$ cat config.mk
export PLATFORM = sky130hd
export DESIGN_NAME = demux_lane_scheduler
export DESIGN_NICKNAME = d
export VERILOG_FILES = /design/src/rtl/demux_lane_scheduler.sv
export SDC_FILE = /design/constraint.sdc
export NUM_CORES = 1
export LEC_CHECK = 0
export ABC_CLOCK_PERIOD_IN_PS = 2100
export CORE_MARGIN = 4
export CORE_UTILIZATION = 40
export CTS_BUF_LIST = sky130_fd_sc_hd__clkbuf_16
export DETAILED_ROUTE_END_ITERATION = 8
export MAX_ROUTING_LAYER = met4
export PLACE_DENSITY = 0.72
export SKIP_CTS_REPAIR_TIMING = 1
export SYNTH_ARGS = -nofsm -noshare
export SYNTH_HDL_FRONTEND = slang
export SYNTH_SLANG_ARGS = --single-unit
$ cat constraint.sdc
create_clock -name clk -period 2.1 [get_ports clk]
set_input_delay 0.21 -clock clk [delete_from_list [all_inputs] [get_ports clk]]
set_output_delay 0.21 -clock clk [all_outputs]
set_load 0.05 [all_outputs]
$ cat src/rtl/demux_lane_scheduler.sv
// demux_lane_scheduler: steers a valid/ready word stream into four registered
// output lanes, round-robin with timeout skipping or software-directed.
module demux_lane_scheduler #(
    parameter int WIDTH   = 4,
    parameter int TIMEOUT = 8
) (
    input  logic             clk,
    input  logic             reset,
    input  logic [WIDTH-1:0] In,
    input  logic             InValid,
    output logic             InReady,
    input  logic             Mode,
    input  logic [1:0]       DestSel,
    input  logic [3:0]       LaneReady,
    output logic [WIDTH-1:0] Aout,
    output logic [WIDTH-1:0] Bout,
    output logic [WIDTH-1:0] Cout,
    output logic [WIDTH-1:0] Dout,
    output logic [3:0]       LaneValid,
    output logic [1:0]       Sel,
    output logic             Enable,
    output logic [7:0]       SkipCount,
    output logic             Busy
);

    localparam logic [7:0] LP_LAST = 8'(TIMEOUT - 1);

    typedef enum logic {
        S_IDLE,
        S_WAIT
    } state_t;

    state_t           r_state;
    logic [7:0]       r_cnt;
    logic [1:0]       r_sel;
    logic [7:0]       r_skip;
    logic [3:0]       r_valid;
    logic [WIDTH-1:0] r_lane [4];

    logic [1:0] w_t;
    logic       w_ready;
    logic       w_acc;

    assign w_t     = Mode ? DestSel : r_sel;
    assign w_ready = ~reset & (~r_valid[w_t] | LaneReady[w_t]);
    assign w_acc   = InValid & w_ready;

    assign InReady   = w_ready;
    assign Enable    = w_acc;
    assign LaneValid = r_valid;
    assign Sel       = r_sel;
    assign SkipCount = r_skip;
    assign Busy      = |r_valid;

    assign Aout = r_valid[0] ? r_lane[0] : '0;
    assign Bout = r_valid[1] ? r_lane[1] : '0;
    assign Cout = r_valid[2] ? r_lane[2] : '0;
    assign Dout = r_valid[3] ? r_lane[3] : '0;

    // A refill of a draining lane keeps it valid with the new word.
    always_ff @(posedge clk or posedge reset) begin
        if (reset) begin
            r_valid <= '0;
            for (int i = 0; i < 4; i++) begin
                r_lane[i] <= '0;
            end
        end else begin
            for (int i = 0; i < 4; i++) begin
                if (w_acc && (w_t == 2'(i))) begin
                    r_lane[i]  <= In;
                    r_valid[i] <= 1'b1;
                end else if (r_valid[i] && LaneReady[i]) begin
                    r_valid[i] <= 1'b0;
                end
            end
        end
    end

    // The first blocked cycle is spent in IDLE, so WAIT starts counting at 1.
    always_ff @(posedge clk or posedge reset) begin
        if (reset) begin
            r_state <= S_IDLE;
            r_cnt   <= '0;
            r_sel   <= '0;
            r_skip  <= '0;
        end else begin
            if (w_acc && !Mode) begin
                r_sel <= r_sel + 2'd1;
            end
            unique case (r_state)
                S_IDLE: begin
                    r_cnt <= '0;
                    if (InValid && !w_ready && !Mode) begin
                        r_state <= S_WAIT;
                        r_cnt   <= 8'd1;
                    end
                end
                S_WAIT: begin
                    if (w_acc || !InValid || Mode) begin
                        r_state <= S_IDLE;
                        r_cnt   <= '0;
                    end else if (r_cnt >= LP_LAST) begin
                        r_sel <= r_sel + 2'd1;
                        r_cnt <= '0;
                        if (r_skip != 8'hFF) begin
                            r_skip <= r_skip + 8'd1;
                        end
                    end else begin
                        r_cnt <= r_cnt + 8'd1;
                    end
                end
            endcase
        end
    end

endmodule
=== Yosys cells after proc, flatten, opt, wreduce, memory -nomap -nowiden ===
Index checks and enable logic that the tools add are counted.

* Register bits after elaboration: 39
* Input port bits: 14

* Add/subtract/negate cells: 3
* Muxes and demuxes: 28
* Equality and inequality tests: 4
* Bitwise logic cells: 7
* Order comparisons: 2
* Reduce and logical (&&, ||, !) cells: 23

{| class="wikitable"
|+ Operators with widths
! kind !! count
|-
| adder 8 x 1 -> 8 bit, second input constant || 2
|-
| two-way mux 4 bit || 4
|-
| two-way mux 8 bit || 2
|-
| case mux 8 bit (2 select lines) || 1
|-
| two-way mux 1 bit || 13
|-
| logical AND 1 bit || 11
|-
| two-way mux 2 bit || 5
|-
| greater-or-equal comparator 8 x 3 -> 1 bit, second input constant || 1
|-
| != test 8 bit, second input constant || 1
|-
| nonzero test 2 bit || 4
|-
| binary-select mux 1 bit (select 2 bit) || 2
|-
| == test 2 bit, second input constant || 2
|-
| NOT 1 bit || 4
|-
| AND reduction 4 bit || 1
|-
| OR reduction 4 bit || 1
|-
| logical NOT 1 bit || 3
|-
| less-than comparator 2 x 3 -> 1 bit, second input constant || 1
|-
| adder 2 x 1 -> 2 bit, second input constant || 1
|-
| AND 1 bit || 2
|-
| == test 2 x 1 -> 1 bit, second input constant || 1
|-
| logical NOT 2 bit || 1
|-
| logical OR 1 bit || 2
|-
| case mux 1 bit (2 select lines) || 1
|-
| OR 1 bit || 1
|}

=== Depth between registers and ports, before layout ===
Gate-level depths: netlist (run 1).

* Depth after elaboration: 12
* Gate-level depth with buffers: 6
* Mapped depth without buffers: 6

=== Least setup slack after synthesis (run 1) ===
No wires, ideal clock.

* Path kind: input to output
* Start point: in reset
* End point: out Enable
* Path slack: -0.404 ns
* Stages on the path: 5
* Arrival time: 2.294 ns
* Cell sequence: inv_1 and2_2 a22oi_1 buf_4 nor2_1

* Word-level cells in the longest chain between the ends: 3

{| class="wikitable"
|+ Ends and longest elaborated chain
! what !! RTL line !! source
|-
| start: declaration || 8 || <nowiki>input logic reset,</nowiki>
|-
| NOT 1 bit || 45 || <nowiki>assign w_ready = ~reset & (~r_valid[w_t] | LaneReady[w_t]);</nowiki>
|-
| AND 1 bit || 45 ||
|-
| AND 1 bit || 46 || <nowiki>assign w_acc = InValid & w_ready;</nowiki>
|-
| end: declaration || 21 || <nowiki>output logic Enable,</nowiki>
|}

No other way between the ends.

=== Final worst setup path (run 1) ===
* Start point: reg r_sel[1] (netlist: Sel[1])
* End point: out InReady

* Word-level cells in the longest chain between the ends: 6

{| class="wikitable"
|+ Ends and longest elaborated chain
! what !! RTL line !! source
|-
| start: declaration || 35 || <nowiki>logic [1:0] r_sel;</nowiki>
|-
| start signal: assignment || 88 || <nowiki>r_sel <= r_sel + 2'd1;</nowiki>
|-
| start signal: assignment || 103 || <nowiki>r_sel <= r_sel + 2'd1;</nowiki>
|-
| two-way mux 2 bit * || 44 || <nowiki>assign w_t = Mode ? DestSel : r_sel;</nowiki>
|-
| binary-select mux 1 bit (select 2 bit) || 45 ||
|-
| two-way mux 1 bit (not written as such) || 45 ||
|-
| NOT 1 bit || 45 ||
|-
| OR 1 bit * || 45 ||
|-
| AND 1 bit * || 45 ||
|-
| end: declaration || 11 || <nowiki>output logic InReady,</nowiki>
|}

Every way passes the cells marked *; elsewhere a longest branch is shown, timed or not. The select of a mux whose other input is x is not followed.

==> qor.yml, run 1 <==
dp.final_hpwl_um: 3050
status: "finished clean"
rows: 24
hold_viol_final: 0
antenna_found_initial: 0
fin_util_pct: 60.0
startpoint_type: "flip-flop"
total_power_mw: 3.02
synth_cell_types: 34
max_freq_ghz: 0.488
viasPerCell: 4.88
p_per_area_mw_per_mm2: 1150
cts_num_sinks: 39
chipHeight_um: 75.3
cap_violations: 0
hold_path.class: "in -> reg"
cp.arrival_ns: 1.84
crit_fanout: 6
dr.pass1.iters: 4
dpl_cell_area_mm2: 0.00243
wire_per_inst_um: 15.2
synth_area_mm2: 0.00181
overflow: 0
worst-r2r-setup-slack_ns: 0.14
max-vdd-ir-drop_v: 0.000671
die_w_um: 75.3
setup_viol: 0
worst_slack_ns: 0.0512
portBuffers: 46
clkTransAtPathRegs_ns: 0.05
root_buffer: "clkbuf_16"
multi_input_area_um2: 815
vias: 1304
fill_cells: 335
core-area_mm2: 0.00435
grt_max_degree: 40
dp_slack_ns: -0.305
fin_skew_ns: 0.00427
r2r_start: "Sel[1]"
post-place-cells: 253
maxSlewHeadroom_pct: 66.0
fin_crit_sh_pct: 97.6
cp_common_cell: "buf_4"
start_util_pct: 41.6
reg2reg_depth: 7
grt_pass1_wl_um: 6570
syn_to_final_growth_pct: 44.5
end_kind: "output port"
cts_tree: "done"
crit_type: "reg -> out"
final_nets: 230
path_cells: "mux2i_4, mux2_4, a22oi_1, buf_4, inv_1, buf_4"
crit_start: "Sel[1]"
setup_tns_ns: 0
htree_levels: 2
whs_ns: 0.416
critPathSlowestCell: "dfrtp_2"
clock_path_buffers: 2
ant_nets: 0
dieArea_mm2: 0.00566
gp_congestion: 0.847
antenna_cells: 0
wl_um: 4060
critPathMaxStageDelay_ns: 0.43
grt_pass1_vias: 1359
drt_iter0_drc: 67
yosys_warnings: 0
final_layout_size_suffix_gt1_share_pct: 27.0
finalCriticalPeriod_ns: 2.05
numCtsBuffers: 5
crit_path_end: "InReady"
track_usage_pct: 16.3
clk_latency_ns: 0.28
ioPinCount: 47
drcViolationCount: 0
ys_seq_elements: 39
cp.required_ns: 1.89
synth_cells: 142
design_area_mm2: 0.00261
final_cells: 267
tightest_slew_ns: 0.509
maxSlewViolCount: 0
seqCellArea_um2: 980
avgSynthCellArea_um2: 12.7
r2r-end: "SkipCount[1]"
power_leakage_nw: 1.23
seq_area_frac_synth_pct: 53.9
==> sequential cells by signal, summed over array words and instances, names as in the netlist <==
signal,cells
LaneValid,4
r_lane,16
r_cnt,8
Sel,2
r_state,1
SkipCount,8
==> Yosys cell counts <==
master,instances,share of area (%)
o21ai_0,1,0.28
nand3_4,1,0.97
dfrtp_1,39,54
nand4_1,7,2.4
nand2b_1,2,0.69
a311oi_1,1,0.48
buf_6,2,1.2
nor3_1,1,0.28
a22oi_1,1,0.42
mux2_4,11,9.1
or4_1,1,0.42
nand2_1,7,1.5
and2_2,1,0.42
nand3_1,1,0.28
o21a_1,1,0.42
and3_1,5,1.7
mux2i_2,1,0.76
mux2_2,9,5.6
a41oi_1,1,0.48
and2_1,19,6.6
or3_1,2,0.69
xor2_1,2,0.97
conb_1,1,0.21
buf_4,1,0.42
a21oi_1,2,0.55
or2b_2,2,0.97
nor2_1,3,0.62
nor4_1,1,0.35
ha_1,2,1.4
xnor2_1,7,3.4
and4_1,2,0.97
inv_1,3,0.62
nand2_2,1,0.35
a21bo_2,1,0.55
==> worst min path at each step <==
| stage | startpoint | to | slack (ns) | depth (start not counted) |
|---|---|---|---|---|
| 3_3_place_gp | r_cnt[2] | r_cnt[2] | 0.48 | 1 |
| 3_5_place_dp | r_lane[15] | r_lane[15] | 0.49 | 1 |
| 5_1_grt | Mode | r_state | 0.44 | 3 |
| 4_1_cts | reset | Sel[0] | 0.49 | 3 |
| 6_report | Mode | r_state | 0.42 | 3 |
| 2_1_floorplan | reset | LaneValid[0] | 0.18 | 1 |
==> final cells by class <==
class | instances | area share [%]
clock buffer | 5 | 4.79
tap | 52 | 2.49
timing repair buffer | 65 | 23.1
clock inverter | 3 | 0.431
multi-input combinational | 100 | 31.2
sequential | 39 | 37.5
inverter | 3 | 0.574
==> layer usage <==
layer | track usage (%) | vias to the layer above | share of wire (%)
met5 | - | - | 0
met1 | 20.2 | 626 | 43
met3 | 4.14 | 4 | 6.5
li1 | - | 633 | -
met2 | 26.1 | 41 | 49
met4 | 5.83 | 0 | 1.1
==> cell families after synthesis <==
group,count (synthesis),synth area share [%]
adder cells (fa/ha/maj),2,1.38
XOR/XNOR,9,4.36
AO/OA/AOI/OAI,8,3.18
multiplexers,21,15.5
buffers and inverters,6,2.28
AND/OR/NAND/NOR,56,19.2
flip-flops,39,53.9
other,1,0.207
==> worst max-delay path: cells and delay by family, from the launching register on <==
family / cells / cell delay [ns]
flip-flops: 1 / 0.43
AO/OA/AOI/OAI: 1 / 0.17
multiplexers: 2 / 0.55
buffers and inverters: 3 / 0.41
==> placed cells by master (no fill, tap or decap), drive strengths merged, types with 2 or more instances in the layout <==
master | netlist | layout
ha | 2 | 2
nor2 | 3 | 3
and4 | 2 | 2
a21oi | 2 | 2
or3 | 2 | 2
xnor2 | 7 | 7
or2b | 2 | 2
nand3 | 2 | 2
buf | 3 | 21
clkbuf | 0 | 5
clkinv | 0 | 2
dlymetal6s2s | 0 | 2
and3 | 5 | 5
nand2b | 2 | 2
and2 | 20 | 20
conb | 1 | 4
nand4 | 7 | 7
mux2 | 20 | 20
inv | 3 | 3
dfrtp | 39 | 39
xor2 | 2 | 2
nand2 | 8 | 8
clkdlybuf4s50 | 0 | 42
==> report_power, final <==
group	switching, mW	total [mW]	internal, mW	leakage, nW
Sequential	0.147	1.12	0.971	0.490
Combinational	0.658	1.21	0.553	0.668
Clock	0.261	0.687	0.426	0.0701
Note: power is estimated with default switching activity, not from simulation.
==> inputs of run 2 (changes only) <==
- ABC_CLOCK_PERIOD_IN_PS: 2100 -> 2000
- clock period: 2.1 -> 2 ns (I/O delays scaled with it)
==> qor.yml, run 2 (synthesis gave the netlist of run 1 again) <==
status: "finished clean"
dieArea_mm2: 0.00566
max_freq_ghz: 0.504
grt_pass1_vias: 1401
final_cell_mix: "clkdlybuf4s50_1 (41), dfrtp_1 (36), and2_1 (19)"
drt_iter0_drc: 55
critPathSlowestCell: "dfrtp_2"
min_from: "Mode"
finalCriticalPeriod_ns: 1.98
design_area_mm2: 0.00266
cts_num_sinks: 39
setup_viol: 0
final_nets: 230
htree_levels: 2
cts_tree: "done"
max-vdd-ir-drop_v: 0.000547
fin_skew_ns: 0.00335
cp.arrival_ns: 1.78
wire_per_inst_um: 16.1
critPathMaxStageDelay_ns: 0.43
numCtsBuffers: 5
final_common_cell: "clkdlybuf4s50_1"
overflow: 0
hold_depth: 3
cp.required_ns: 1.80
startpoint_type: "flip-flop"
track_usage_pct: 17.0
core-area_mm2: 0.00435
min_to: "r_state"
antenna_found_initial: 0
post-place-cells: 253
grt_pass1_wl_um: 6980
crit_fanout: 6
syn_to_final_growth_pct: 46.7
grt_max_degree: 40
power_leakage_nw: 1.25
fin_util_pct: 61.0
dpl_cell_area_mm2: 0.00245
hold_path.class: "in -> reg"
dp.final_hpwl_um: 3210
ioPinCount: 47
rows: 24
start_util_pct: 41.6
cp_common_cell: "buf_6"
final_layout_size_suffix_gt1_share_pct: 29.3
fin_crit_sh_pct: 99.2
clock_path_buffers: 2
wl_um: 4290
clk_latency_ns: 0.27
antenna_cells: 0
final_cells: 267
ant_nets: 0
p_per_area_mw_per_mm2: 1220
dr.pass1.iters: 4
reg2reg_depth: 7
maxSlewHeadroom_pct: 65.6
path_cells: "mux2i_4, mux2_4, a22oi_2, buf_6, nor2_2, buf_6"
drcViolationCount: 0
viasPerCell: 4.96
total_power_mw: 3.23
end_kind: "output port"
clkTransAtPathRegs_ns: 0.05
root_buffer: "clkbuf_16"
gp_congestion: 0.856
hold_viol_final: 0
whs_ns: 0.432
largest_reg_flops: 16
maxSlewViolCount: 0
tightest_slew_ns: 0.514
cap_violations: 0
top_register: "r_lane"
chipHeight_um: 75.3
r2r-end: "SkipCount[1]"
r2r_start: "Sel[1]"
worst-r2r-setup-slack_ns: 0.07
portBuffers: 46
crit_type: "reg -> out"
vias: 1323
grt_setup_unrepaired: "true"
die_w_um: 75.3
[run 2: cell count changes in the layout (fill, tap and decap cells not counted), moves of 2 or more]
cell and change:
buf_4 -3, buf_6 +3, clkinv_1 -2, or2b_2 -2, or2b_4 +2
[run 2: how the worst max path moves through the flow]
stage	cells after the start	end	from
finish	6	Enable	Sel[1]
global route	6	Enable	Sel[1]
CTS	7	InReady	Mode
detailed placement	7	SkipCount[1]	Mode
global placement	7	SkipCount[1]	Mode
floorplan	6	r_lane[4]	Sel[0]
[run 2: stage by stage]
step	TNS [ns]	worst slack, ns
floorplan	0	0.00469
global placement	-8.44	-0.361
detailed placement	-10.13	-0.414
CTS	-2.51	-0.375
global route	-0.0847	-0.0460
finish	0	0.0151
[run 2: final cells by class]
type / count / area [um2]
clock buffers: 5 / 125
clock inverters: 3 / 12.5
fillers: 326 / 1700
inverters: 3 / 15.0
multi-input cells: 100 / 833
flip-flops and latches: 39 / 980
well taps: 52 / 65.1
repair buffers: 65 / 624
[run 2: metal layers]
| metal | wire length, um | vias to the layer above | GRT usage [%] |
|---|---|---|---|
| li1 | - | 632 | - |
| met1 | 1780 | 663 | 20.3 |
| met2 | 2360 | 24 | 29.4 |
| met3 | 107 | 4 | 3.60 |
| met4 | 39 | 0 | 4.08 |
| met5 | 0 | - | - |
[run 2: critical path, delay by kind of cell, from the launching register on]
family          cells  cell delay (ns)
flops               1             0.43
mux                 2             0.56
buf+inv             2             0.30
compound gates      1             0.17
simple gates        1             0.04
[run 2: report_power, final]
part | total (mW) | switching, mW | internal, mW
Combinational | 1.32 | 0.703 | 0.620
Clock | 0.720 | 0.271 | 0.449
Sequential | 1.19 | 0.167 | 1.02
